`config.mk`:
```
export PLATFORM = sky130hd
export DESIGN_NAME = ahb2_arbiter
export DESIGN_NICKNAME = d
export VERILOG_FILES = /design/src/rtl/ahb2_arbiter.sv
export SDC_FILE = /design/constraint.sdc
export NUM_CORES = 1
export LEC_CHECK = 0
export BUFFER_PORTS_ARGS = -buffer_cell sky130_fd_sc_hd__buf_4
export CORE_MARGIN = 2
export CORE_UTILIZATION = 37
export CTS_CLUSTER_SIZE = 12
export DETAILED_ROUTE_END_ITERATION = 10
export PLACE_DENSITY = 0.56
export SYNTH_ARGS = -nofsm -noshare
export SYNTH_HDL_FRONTEND = slang
export SYNTH_SLANG_ARGS = --single-unit
```
`constraint.sdc`:
```
create_clock -name clk -period 2.25 [get_ports clk]
set_input_delay 0.3375 -clock clk [delete_from_list [all_inputs] [get_ports clk]]
set_output_delay 0.3375 -clock clk [all_outputs]
set_load 0.05 [all_outputs]
```
`src/rtl/ahb2_arbiter.sv`:
```
// ahb2_arbiter: round-robin AHB2 bus arbiter with burst/lock hold and a parked
// default master.
//
// Ports:
//   clk, rst_n   - bus clock, synchronous active-low reset
//   hbusreq      - per-master bus request
//   hlock        - per-master lock request
//   htrans       - muxed address-phase htrans (IDLE/BUSY/NONSEQ/SEQ)
//   hburst       - muxed address-phase hburst
//   hready       - bus hready
//   hgrant       - one-hot grant
//   hmaster      - address-phase owner index
//   hmaster_d    - data-phase owner index (hwdata mux select)
//   hmastlock    - current address-phase transfer is locked
module ahb2_arbiter #(
    parameter int unsigned N_MST       = 4,
    parameter int unsigned DEFAULT_MST = 0,
    parameter int unsigned MW          = $clog2(N_MST)
) (
    input  logic             clk,
    input  logic             rst_n,
    input  logic [N_MST-1:0] hbusreq,
    input  logic [N_MST-1:0] hlock,
    input  logic [1:0]       htrans,
    input  logic [2:0]       hburst,
    input  logic             hready,
    output logic [N_MST-1:0] hgrant,
    output logic [MW-1:0]    hmaster,
    output logic [MW-1:0]    hmaster_d,
    output logic             hmastlock
);

    localparam int unsigned CNT_W = 4;

    localparam logic [1:0] TR_IDLE   = 2'd0;
    localparam logic [1:0] TR_BUSY   = 2'd1;
    localparam logic [1:0] TR_NONSEQ = 2'd2;
    localparam logic [1:0] TR_SEQ    = 2'd3;

    localparam logic [2:0] BU_WRAP4  = 3'd2;
    localparam logic [2:0] BU_INCR4  = 3'd3;
    localparam logic [2:0] BU_WRAP8  = 3'd4;
    localparam logic [2:0] BU_INCR8  = 3'd5;
    localparam logic [2:0] BU_WRAP16 = 3'd6;
    localparam logic [2:0] BU_INCR16 = 3'd7;

    localparam logic [N_MST-1:0] GRANT_RST = N_MST'(1) << DEFAULT_MST;

    logic [N_MST-1:0] hgrant_q,    hgrant_d;
    logic [MW-1:0]    hmaster_q,   hmaster_d_;
    logic [MW-1:0]    hmaster_d_q, hmaster_d_d;
    logic             hmastlock_q, hmastlock_d;
    logic [CNT_W-1:0] cnt_q,       cnt_d;

    logic [MW-1:0]    g_idx;
    logic [MW-1:0]    win;
    logic [MW-1:0]    cand;
    logic             found;
    logic             arb_point;

    // Index of the current grant holder.
    always_comb begin
        g_idx = '0;
        for (int unsigned i = 0; i < N_MST; i++) begin
            if (hgrant_q[i]) g_idx = MW'(i);
        end
    end

    // Remaining beats of the owner's fixed-length burst.
    always_comb begin
        cnt_d = cnt_q;
        if (hready) begin
            unique case (htrans)
                TR_NONSEQ: begin
                    unique case (hburst)
                        BU_WRAP4,  BU_INCR4:  cnt_d = CNT_W'(3);
                        BU_WRAP8,  BU_INCR8:  cnt_d = CNT_W'(7);
                        BU_WRAP16, BU_INCR16: cnt_d = CNT_W'(15);
                        default:              cnt_d = '0;
                    endcase
                end
                TR_SEQ:  if (cnt_q != '0) cnt_d = cnt_q - CNT_W'(1);
                TR_BUSY: cnt_d = cnt_q;
                TR_IDLE: cnt_d = '0;
                default: cnt_d = cnt_q;
            endcase
        end
    end

    // Round-robin search starting just after the current owner, owner last.
    always_comb begin
        win   = MW'(DEFAULT_MST);
        found = 1'b0;
        cand  = '0;
        for (int unsigned i = 1; i <= N_MST; i++) begin
            cand = MW'((32'(g_idx) + i) % N_MST);
            if (!found && hbusreq[cand]) begin
                found = 1'b1;
                win   = cand;
            end
        end
    end

    assign arb_point = hready && (cnt_d == '0) && !(hlock[g_idx] && hbusreq[g_idx]);

    // Next grant and address/data-phase owner pipeline.
    always_comb begin
        hgrant_d    = hgrant_q;
        hmaster_d_  = hmaster_q;
        hmaster_d_d = hmaster_d_q;
        hmastlock_d = hmastlock_q;
        if (arb_point) hgrant_d = N_MST'(1) << win;
        if (hready) begin
            hmaster_d_  = g_idx;
            hmastlock_d = hlock[g_idx];
            hmaster_d_d = hmaster_q;
        end
    end

    always_ff @(posedge clk) begin
        if (!rst_n) begin
            hgrant_q    <= GRANT_RST;
            hmaster_q   <= MW'(DEFAULT_MST);
            hmaster_d_q <= MW'(DEFAULT_MST);
            hmastlock_q <= 1'b0;
            cnt_q       <= '0;
        end else begin
            hgrant_q    <= hgrant_d;
            hmaster_q   <= hmaster_d_;
            hmaster_d_q <= hmaster_d_d;
            hmastlock_q <= hmastlock_d;
            cnt_q       <= cnt_d;
        end
    end

    assign hgrant    = hgrant_q;
    assign hmaster   = hmaster_q;
    assign hmaster_d = hmaster_d_q;
    assign hmastlock = hmastlock_q;

endmodule

```
# Yosys cells after proc, flatten, opt, wreduce, memory -nomap -nowiden
# Cells that the tools add are included.
[op_classes] multipliers=0 n_bitwise=0 shifts=1 div=0 n_eq_ne=9 magnitude_cmp=5 n_addsub=5 reduce_logical=16 mux=26
[op_table] op="$pmux W4 S4" count=1
[op_table] op="$lt A2 B3 Y1 const B" count=5
[op_table] op="$bmux W1 S2" count=6
[op_table] op="$eq A3 B3 Y1 const B" count=4
[op_table] op="$mux W2" count=6
[op_table] op="$pmux W4 S3" count=1
[op_table] op="$mux W1" count=10
[op_table] op="$mux W4" count=2
[op_table] op="$eq A3 B2 Y1 const B" count=2
[op_table] op="$logic_and A1 B1 Y1" count=6
[op_table] op="$reduce_or A2 Y1" count=3
[op_table] op="$add A2 B1 Y2 const B" count=2
[op_table] op="$add A2 B2 Y2 const B" count=2
[op_table] op="$eq A2 B2 Y1 const B" count=2
[op_table] op="$logic_not A1 Y1" count=4
[op_table] op="$logic_not A4 Y1" count=1
[op_table] op="$reduce_bool A4 Y1" count=1
[op_table] op="$shl A1 B2 Y4 const A" count=1
[op_table] op="$sub A4 B1 Y4 const B" count=1
[op_table] op="$eq A2 B1 Y1 const B" count=1
[op_table] op="$logic_not A2 Y1" count=1
[totals] mem_bits_rw=0 rom_bits=0 reg_bits=13 latch_bits=0 n_memories=0 output_inout_bits=9 word_cells=67 in_bits=16

# Logic depth before layout (Yosys ltp)
# Gate-level depths: netlist of the first run.
[logic_depth] depth_word=17 depth_mapped=8 ltp_nobuf=8

# Worst setup path after synthesis of the first run
# No wires, ideal clock.
[synth_path] kind="register to register" from="register hgrant_q[1], in the netlist hgrant[1]" to="register hgrant_q[2], in the netlist hgrant[2]" synth_period_minus_slack_ns=2.052 setup_ns=0.071 n_path_buf=1 slack_ns=0.198 stages_incl_launch_ff=8 t_arrival_ns=1.982 required_ns=2.179 path_cell_list="dfxtp_1 buf_2 mux2_1 o211ai_1 a21oi_1 a21oi_1 nand4_1 a21oi_1"
[synth_between] elab_chain_cells=17 elab_cells_between_ends=36 cone_classes="add/sub: 4; shift: 1; mux: 22; reduce/logical: 9"
[synth_lines] element="from (decl)" line_no="49" rtl="logic [N_MST-1:0] hgrant_q, hgrant_d;"
[synth_lines] element="from (signal assigned)" line_no="128" rtl="hgrant_q <= hgrant_d;"
[synth_lines] element="$mux W1 (*)" line_no="65" rtl="if (hgrant_q[i]) g_idx = MW'(i);"
[synth_lines] element="$mux W2 (*) (2 in a row)" line_no="65"
[synth_lines] element="$add A2 B1 Y2" line_no="96" rtl="cand = MW'((32'(g_idx) + i) % N_MST);"
[synth_lines] element="$bmux W1 S2" line_no="97" rtl="if (!found && hbusreq[cand]) begin"
[synth_lines] element="$mux W1 (not written as such)" line_no="97"
[synth_lines] element="$mux W1" line_no="97"
[synth_lines] element="$logic_not A1 Y1" line_no="97"
[synth_lines] element="$logic_and A1 B1 Y1" line_no="97"
[synth_lines] element="$mux W1" line_no="97"
[synth_lines] element="$logic_not A1 Y1" line_no="97"
[synth_lines] element="$logic_and A1 B1 Y1" line_no="97"
[synth_lines] element="$mux W1" line_no="97"
[synth_lines] element="$logic_not A1 Y1" line_no="97"
[synth_lines] element="$logic_and A1 B1 Y1" line_no="97"
[synth_lines] element="$mux W2" line_no="97"
[synth_lines] element="$shl A1 B2 Y4" line_no="112" rtl="if (arb_point) hgrant_d = N_MST'(1) << win;"
# Mark *: on every way between the ends. The rest lies on a longest branch, timed or not. The select of a mux whose other input is x is not followed.
# A chain may end at the register's enable or synchronous reset.

# Worst setup path in the final report of the first run
[layout_path] from="register hgrant_q[1], in the netlist hgrant[1]" to="register hgrant_q[3], in the netlist hgrant[3]"
# Same word-level chain as after synthesis.

==> flow_metrics.py, run 1 <==
metrics = {
    "power": {
        "cellLeakagePower_nw": 0.515,
        "p_per_area_mw_per_mm2": 713,
        "ir_worst_vdd_uv": 351,
    },
    "floorplan": {
        "pin_count": 25,
        "rows": 19,
        "die_w_um": 56.4,
        "die-height_um": 56.4,
        "die-area_mm2": 0.00318,
        "start_util": 0.378,
        "core-area_mm2": 0.00269,
    },
    "clocking": {
        "cts_buffers": 3,
        "htree_levels": 1,
        "cts_resized": 0,
        "clkSlewWorstSetupHoldPaths_ns": 0.08,
        "hold_buffers": 0,
        "cts_tree": "yes",
        "clk_path_buf_depth": 2,
        "clk_latency_ns": 0.28,
        "root_buffer": "clkbuf_4",
        "post_cts_buffers": 0,
        "clkSinkCount": 13,
    },
    "routing": {
        "first_pass_iters": 4,
        "routed_wl_um": 2410,
        "viasPerCell": 5.73,
        "drt_iter0_drc": 35,
        "vias": 1071,
        "antenna_left": 0,
        "wire_per_inst_um": 12.9,
        "drc": 0,
    },
    "hold_path": {
        "hold_path_class": "in -> reg",
    },
    "grt": {
        "track_usage": 0.161,
        "antenna_found_initial": 0,
        "grt_start_max_net_pins": 18,
        "gr-total-overflow": 0,
        "grt_pass1_wl_um": 4100,
        "grt_pass1_vias": 936,
    },
    "layout": {
        "drive_gt1_frac": 0.192,
        "fin_nets": 174,
        "fin_area_mm2": 0.00124,
        "n_antenna_cell": 0,
        "layoutNonFillerInstCount": 187,
        "area_growth_pct": 21.8,
        "utilization": 0.461,
    },
    "sta": {
        "worst_pin_slew_ns": 0.477,
        "hold_slack_ns": 0.247,
        "clock_skew_ns": 0.00750,
        "max_freq_mhz": 498,
        "slew_headroom": 0.681,
        "fin_crit_sh": 0.893,
        "finalCriticalPeriod_ns": 2.01,
        "finalSetupViolCount": 0,
        "fin_tns_setup_ns": 0,
        "hold_violations": 0,
        "grt_setup_unrepaired": "false",
        "slew_viol_final": 0,
    },
    "place": {
        "dpl.hpwl_um": 1850,
        "placed_area_mm2": 0.00121,
        "gp_congestion": 0.852,
        "placed_cells": 183,
        "numPortBuffers": 23,
    },
    "critical_path": {
        "path_delay_family": "compound AO/OA/AOI/OAI gates",
        "cp.depth": 7,
        "worstSetupEndpoint": "hgrant[3]",
        "worstReg2RegEnd": "hgrant[3]",
        "required_ns": 2.45,
        "path_common_cell": "a2bb2oi_1",
        "r2r_slack_ns": 0.24,
        "critPathKind": "reg -> reg",
        "slowest_stage": "dfxtp_1",
        "critPathMaxStageDelay_ns": 0.54,
        "path_max_fanout": 10,
        "crit_chain": "buf_4, nand3b_1, a2bb2oi_1, a2bb2oi_1, o21a_1, nand4_1, a21oi_1",
        "cp_num_buf_inv": 1,
        "reg2regPathDepth": 7,
        "critPathLaunchType": "flip-flop",
        "reg2reg_from": "hgrant[1]",
        "crit_start": "hgrant[1]",
        "cp_data_arrival_time_ns": 2.21,
        "endpoint_kind": "flip-flop",
    },
    "job": {
        "maxCapViolCount": 0,
    },
    "synth": {
        "ys_types": 44,
        "syn_avg_cell_area_um2": 7.58,
        "yosysWarnings": 0,
        "ys_ff_latch": 13,
        "synth_area_leaders": "dfxtp_1, a21oi_1, o21ai_0",
        "syn_inst": 134,
        "synth-seq-area-share": 0.256,
        "synth-edff-count": 0,
        "synth_top_area_frac": 0.256,
        "syn-cell-area_mm2": 0.00102,
        "ys.flop_type": "dfxtp_1",
        "synth_fp_nets": 151,
        "synth_area_leader_cell": "dfxtp_1",
        "synthArstFlopShare": 0,
    },
    "run_status": {
        "outcome": "finished, final reports clean",
    },
}
registers in the layout, indices dropped and copies added (netlist names):
register   cells
cnt_q          4
hgrant         4
hmaster_d      2
hmaster        2
hmastlock      1
logic make-up after synthesis:
| logic type | share of synthesized area |
|---|---|
| adder cells (fa/ha/maj) | 0.0123 |
| AO/OA/AOI/OAI | 0.326 |
| buffers and inverters | 0.0567 |
| flip-flops | 0.256 |
| AND/OR/NAND/NOR | 0.278 |
| multiplexers | 0.0616 |
| XOR/XNOR | 0.00862 |
worst register-to-register path: cells and delay by family, from the launching register on:
family	cells	cell delay, ns
flip-flops	1	0.54
AO/OA/AOI/OAI	4	1.02
AND/OR/NAND/NOR	2	0.19
buffers and inverters	1	0.21
layout by cell type (no fill, tap or decap), types with 2 or more instances in the layout:
master     count
a211oi_1       3
a21oi_1       12
a221oi_1       2
a2bb2oi_1      3
a31oi_1        2
and2_1         2
and3_1         2
and3b_1        2
buf_4         25
clkbuf_4       3
dfxtp_1       13
inv_1          7
mux2i_1        4
nand2_1       11
nand2b_1       5
nand3_1        2
nand3b_1       2
nand4_1        5
nor2_1         9
nor2b_1        6
o21a_1         3
o21ai_0        9
o32ai_1        2
synth_stat cells (2+ instances only):
cell type   n
a221oi_1    2
nand4_1     5
nand2_1    11
dfxtp_1    13
a211oi_1    3
and2_1      2
nand3_1     2
and3b_1     2
inv_1       7
mux2i_1     4
a31oi_1     2
o32ai_1     2
o21a_1      3
nand3b_1    2
nor2_1      9
o21ai_0     9
and3_1      2
buf_2       4
nor2b_1     6
a2bb2oi_1   3
nand2b_1    5
a21oi_1    12
clkbuf_1    3
how the worst min path moves through the flow:
stage          startpoint         to  slack, ns  cells past startpoint
6_report            rst_n  hgrant[0]       0.25                      2
5_1_grt             rst_n  hgrant[0]       0.25                      2
4_1_cts             rst_n  hgrant[0]       0.24                      2
3_5_place_dp    hmastlock  hmastlock       0.48                      2
3_3_place_gp    hmastlock  hmastlock       0.48                      2
2_1_floorplan       rst_n  hgrant[0]       0.41                      1
final cells by class:
type                    instances  area (um^2)
inverters                       7         26.3
well taps                      31         38.8
clock buffers                   4         26.3
multi-input cells             107          698
fillers                       291         1450
flip-flops and latches         13          260
repair buffers                 25          188
power by group:
part	internal, mW	leakage, nW	switching [mW]
Sequential	0.253	0.106	0.0302
Clock	0.0688	0.0150	0.0766
Combinational	0.188	0.394	0.266
Total	0.510	0.515	0.373
metrics by stage:
step,power (mW),worst slack [ns]
after floorplan,0.627,0.198
after global placement,0.739,0.278
after detailed placement,0.742,0.260
after CTS,0.888,0.236
after global routing,0.951,0.0363
final,0.882,0.241
layer usage:
layer / global-route usage / wire (um) / vias up
met5: 0 / 0 / -
met2: 0.267 / 1130 / 26
met3: 0.0461 / 109 / 2
met4: 0.0408 / 11 / 0
met1: 0.204 / 1170 / 494
li1: - / - / 549
(Power assumes the default switching activity.)
==> run 2, diff against run 1 <==
- CELL_PAD_IN_SITES_DETAIL_PLACEMENT: unset -> 0
- CELL_PAD_IN_SITES_GLOBAL_PLACEMENT: unset -> 1
- PLACE_DENSITY: 0.56 -> 0.74
==> run 2 against run 1 <==
Utilization rose by 0.28 points. Non-clock buffer count rose by 1. Largest cell class unchanged. Clock power barely moved. Critical endpoint unchanged. Power rose by 1.7%. Hold slack improved by 0.0019 ns.
==> flow_metrics.py, run 2 (synthesis gave the netlist of run 1 again) <==
metrics = {
    "routing": {
        "antenna_left": 0,
        "vias": 1117,
        "routed_wl_um": 2640,
        "drc": 0,
        "first_pass_iters": 4,
        "wire_per_inst_um": 14.1,
        "viasPerCell": 5.94,
        "drt_iter0_drc": 53,
    },
    "grt": {
        "grt_pass1_wl_um": 4210,
        "grt_pass1_vias": 953,
        "grt_start_max_net_pins": 18,
        "gr-total-overflow": 0,
        "track_usage": 0.165,
        "antenna_found_initial": 0,
    },
    "clocking": {
        "htree_levels": 1,
        "clkSlewWorstSetupHoldPaths_ns": 0.08,
        "clkSinkCount": 13,
        "cts_buffers": 3,
        "post_cts_buffers": 0,
        "hold_buffers": 0,
        "clk_latency_ns": 0.28,
        "root_buffer": "clkbuf_4",
        "cts_resized": 0,
        "cts_tree": "yes",
        "clk_path_buf_depth": 2,
    },
    "critical_path": {
        "path_max_fanout": 10,
        "critPathMaxStageDelay_ns": 0.54,
        "critPathKind": "reg -> reg",
        "path_common_cell": "a2bb2oi_1",
        "path_delay_family": "compound AO/OA/AOI/OAI gates",
        "required_ns": 2.45,
        "crit_chain": "buf_4, nand3b_1, a2bb2oi_1, a2bb2oi_1, o21a_1, nand4_1, a21oi_1",
        "critPathLaunchType": "flip-flop",
        "endpoint_kind": "flip-flop",
        "slowest_stage": "dfxtp_1",
        "cp_data_arrival_time_ns": 2.23,
        "cp_num_buf_inv": 1,
    },
    "layout": {
        "final_common_cell": "buf_4",
        "final_cell_mix": "buf_4, dfxtp_1, a21oi_1",
        "fin_area_mm2": 0.00124,
        "fin_nets": 175,
        "fillers": 286,
        "n_antenna_cell": 0,
        "area_growth_pct": 22.5,
        "drive_gt1_frac": 0.197,
    },
    "sta": {
        "finalCriticalPeriod_ns": 2.03,
        "fin_tns_setup_ns": 0,
        "slew_viol_final": 0,
        "worst_pin_slew_ns": 0.471,
        "slew_headroom": 0.681,
        "clock_skew_ns": 0.00610,
        "hold_violations": 0,
        "max_freq_mhz": 494,
        "fin_crit_sh": 0.901,
        "finalSetupViolCount": 0,
        "grt_setup_unrepaired": "false",
    },
    "floorplan": {
        "die_w_um": 56.4,
        "pin_count": 25,
        "rows": 19,
        "die-height_um": 56.4,
        "core-area_mm2": 0.00269,
        "start_util": 0.378,
        "die-area_mm2": 0.00318,
    },
    "run_status": {
        "outcome": "finished, final reports clean",
    },
    "power": {
        "cellLeakagePower_nw": 0.519,
        "p_per_area_mw_per_mm2": 721,
        "ir_worst_vdd_uv": 378,
    },
    "place": {
        "placed_area_mm2": 0.00122,
        "numPortBuffers": 23,
        "dpl.hpwl_um": 1990,
        "gp_congestion": 0.832,
    },
    "hold_path": {
        "hold_path_class": "in -> reg",
    },
    "job": {
        "maxCapViolCount": 0,
    },
}
run 2: cell types whose count changed in the layout (fill, tap and decap cells not counted), sizes merged:
cell | previous run | this run
buf | 25 | 26
run 2: worst reg2reg max path, cell delays in order (launching register included):
cell,delay [ns]
dfxtp_1,0.54
buf_4,0.21
nand3b_1,0.08
a2bb2oi_1,0.40
a2bb2oi_1,0.30
o21a_1,0.17
nand4_1,0.12
a21oi_1,0.14
run 2: metrics by stage:
step / util / instances / power (mW) / hold slack (ns) / setup slack [ns]
after detailed placement: 0.454 / 184 / 0.753 / 0.487 / 0.250
after floorplan: - / 134 / 0.627 / 0.409 / 0.198
after global routing: 0.463 / 188 / 0.966 / 0.235 / 0.00184
final: 0.463 / 188 / 0.898 / 0.249 / 0.224
after global placement: 0.454 / 184 / 0.745 / 0.475 / 0.279
after CTS: 0.463 / 188 / 0.901 / 0.240 / 0.231
run 2: final timing paths:
check,start,end,slack (ns),cells past startpoint
hold / removal,rst_n,hgrant[0],0.25,2
setup / recovery,hgrant[1],hgrant[3],0.22,7
setup reg to reg,hgrant[1],hgrant[3],0.22,7
hold reg to reg,hgrant[0],hgrant[0],0.50,2
run 2: cell type report:
| type | count | area (um^2) | area share |
|---|---|---|---|
| Timing Repair Buffer | 26 | 195 | 0.157 |
| Clock buffer | 4 | 26.3 | 0.0211 |
| Sequential cell | 13 | 260 | 0.209 |
| Inverter | 7 | 26.3 | 0.0211 |
| Tap cell | 31 | 38.8 | 0.0312 |
| Multi-Input combinational cell | 107 | 698 | 0.561 |
run 2: layer usage:
| metal | GRT usage | wire (um) |
|---|---|---|
| met1 | 0.210 | 1240 |
| met2 | 0.277 | 1270 |
| met3 | 0.0461 | 136 |
| met5 | 0 | 0 |
| met4 | 0.0374 | 0 |
run 2: power breakdown:
group / switching, mW / internal [mW]
Combinational: 0.270 / 0.194
Sequential: 0.0370 / 0.253
Clock: 0.0755 / 0.0687
Total: 0.382 / 0.515
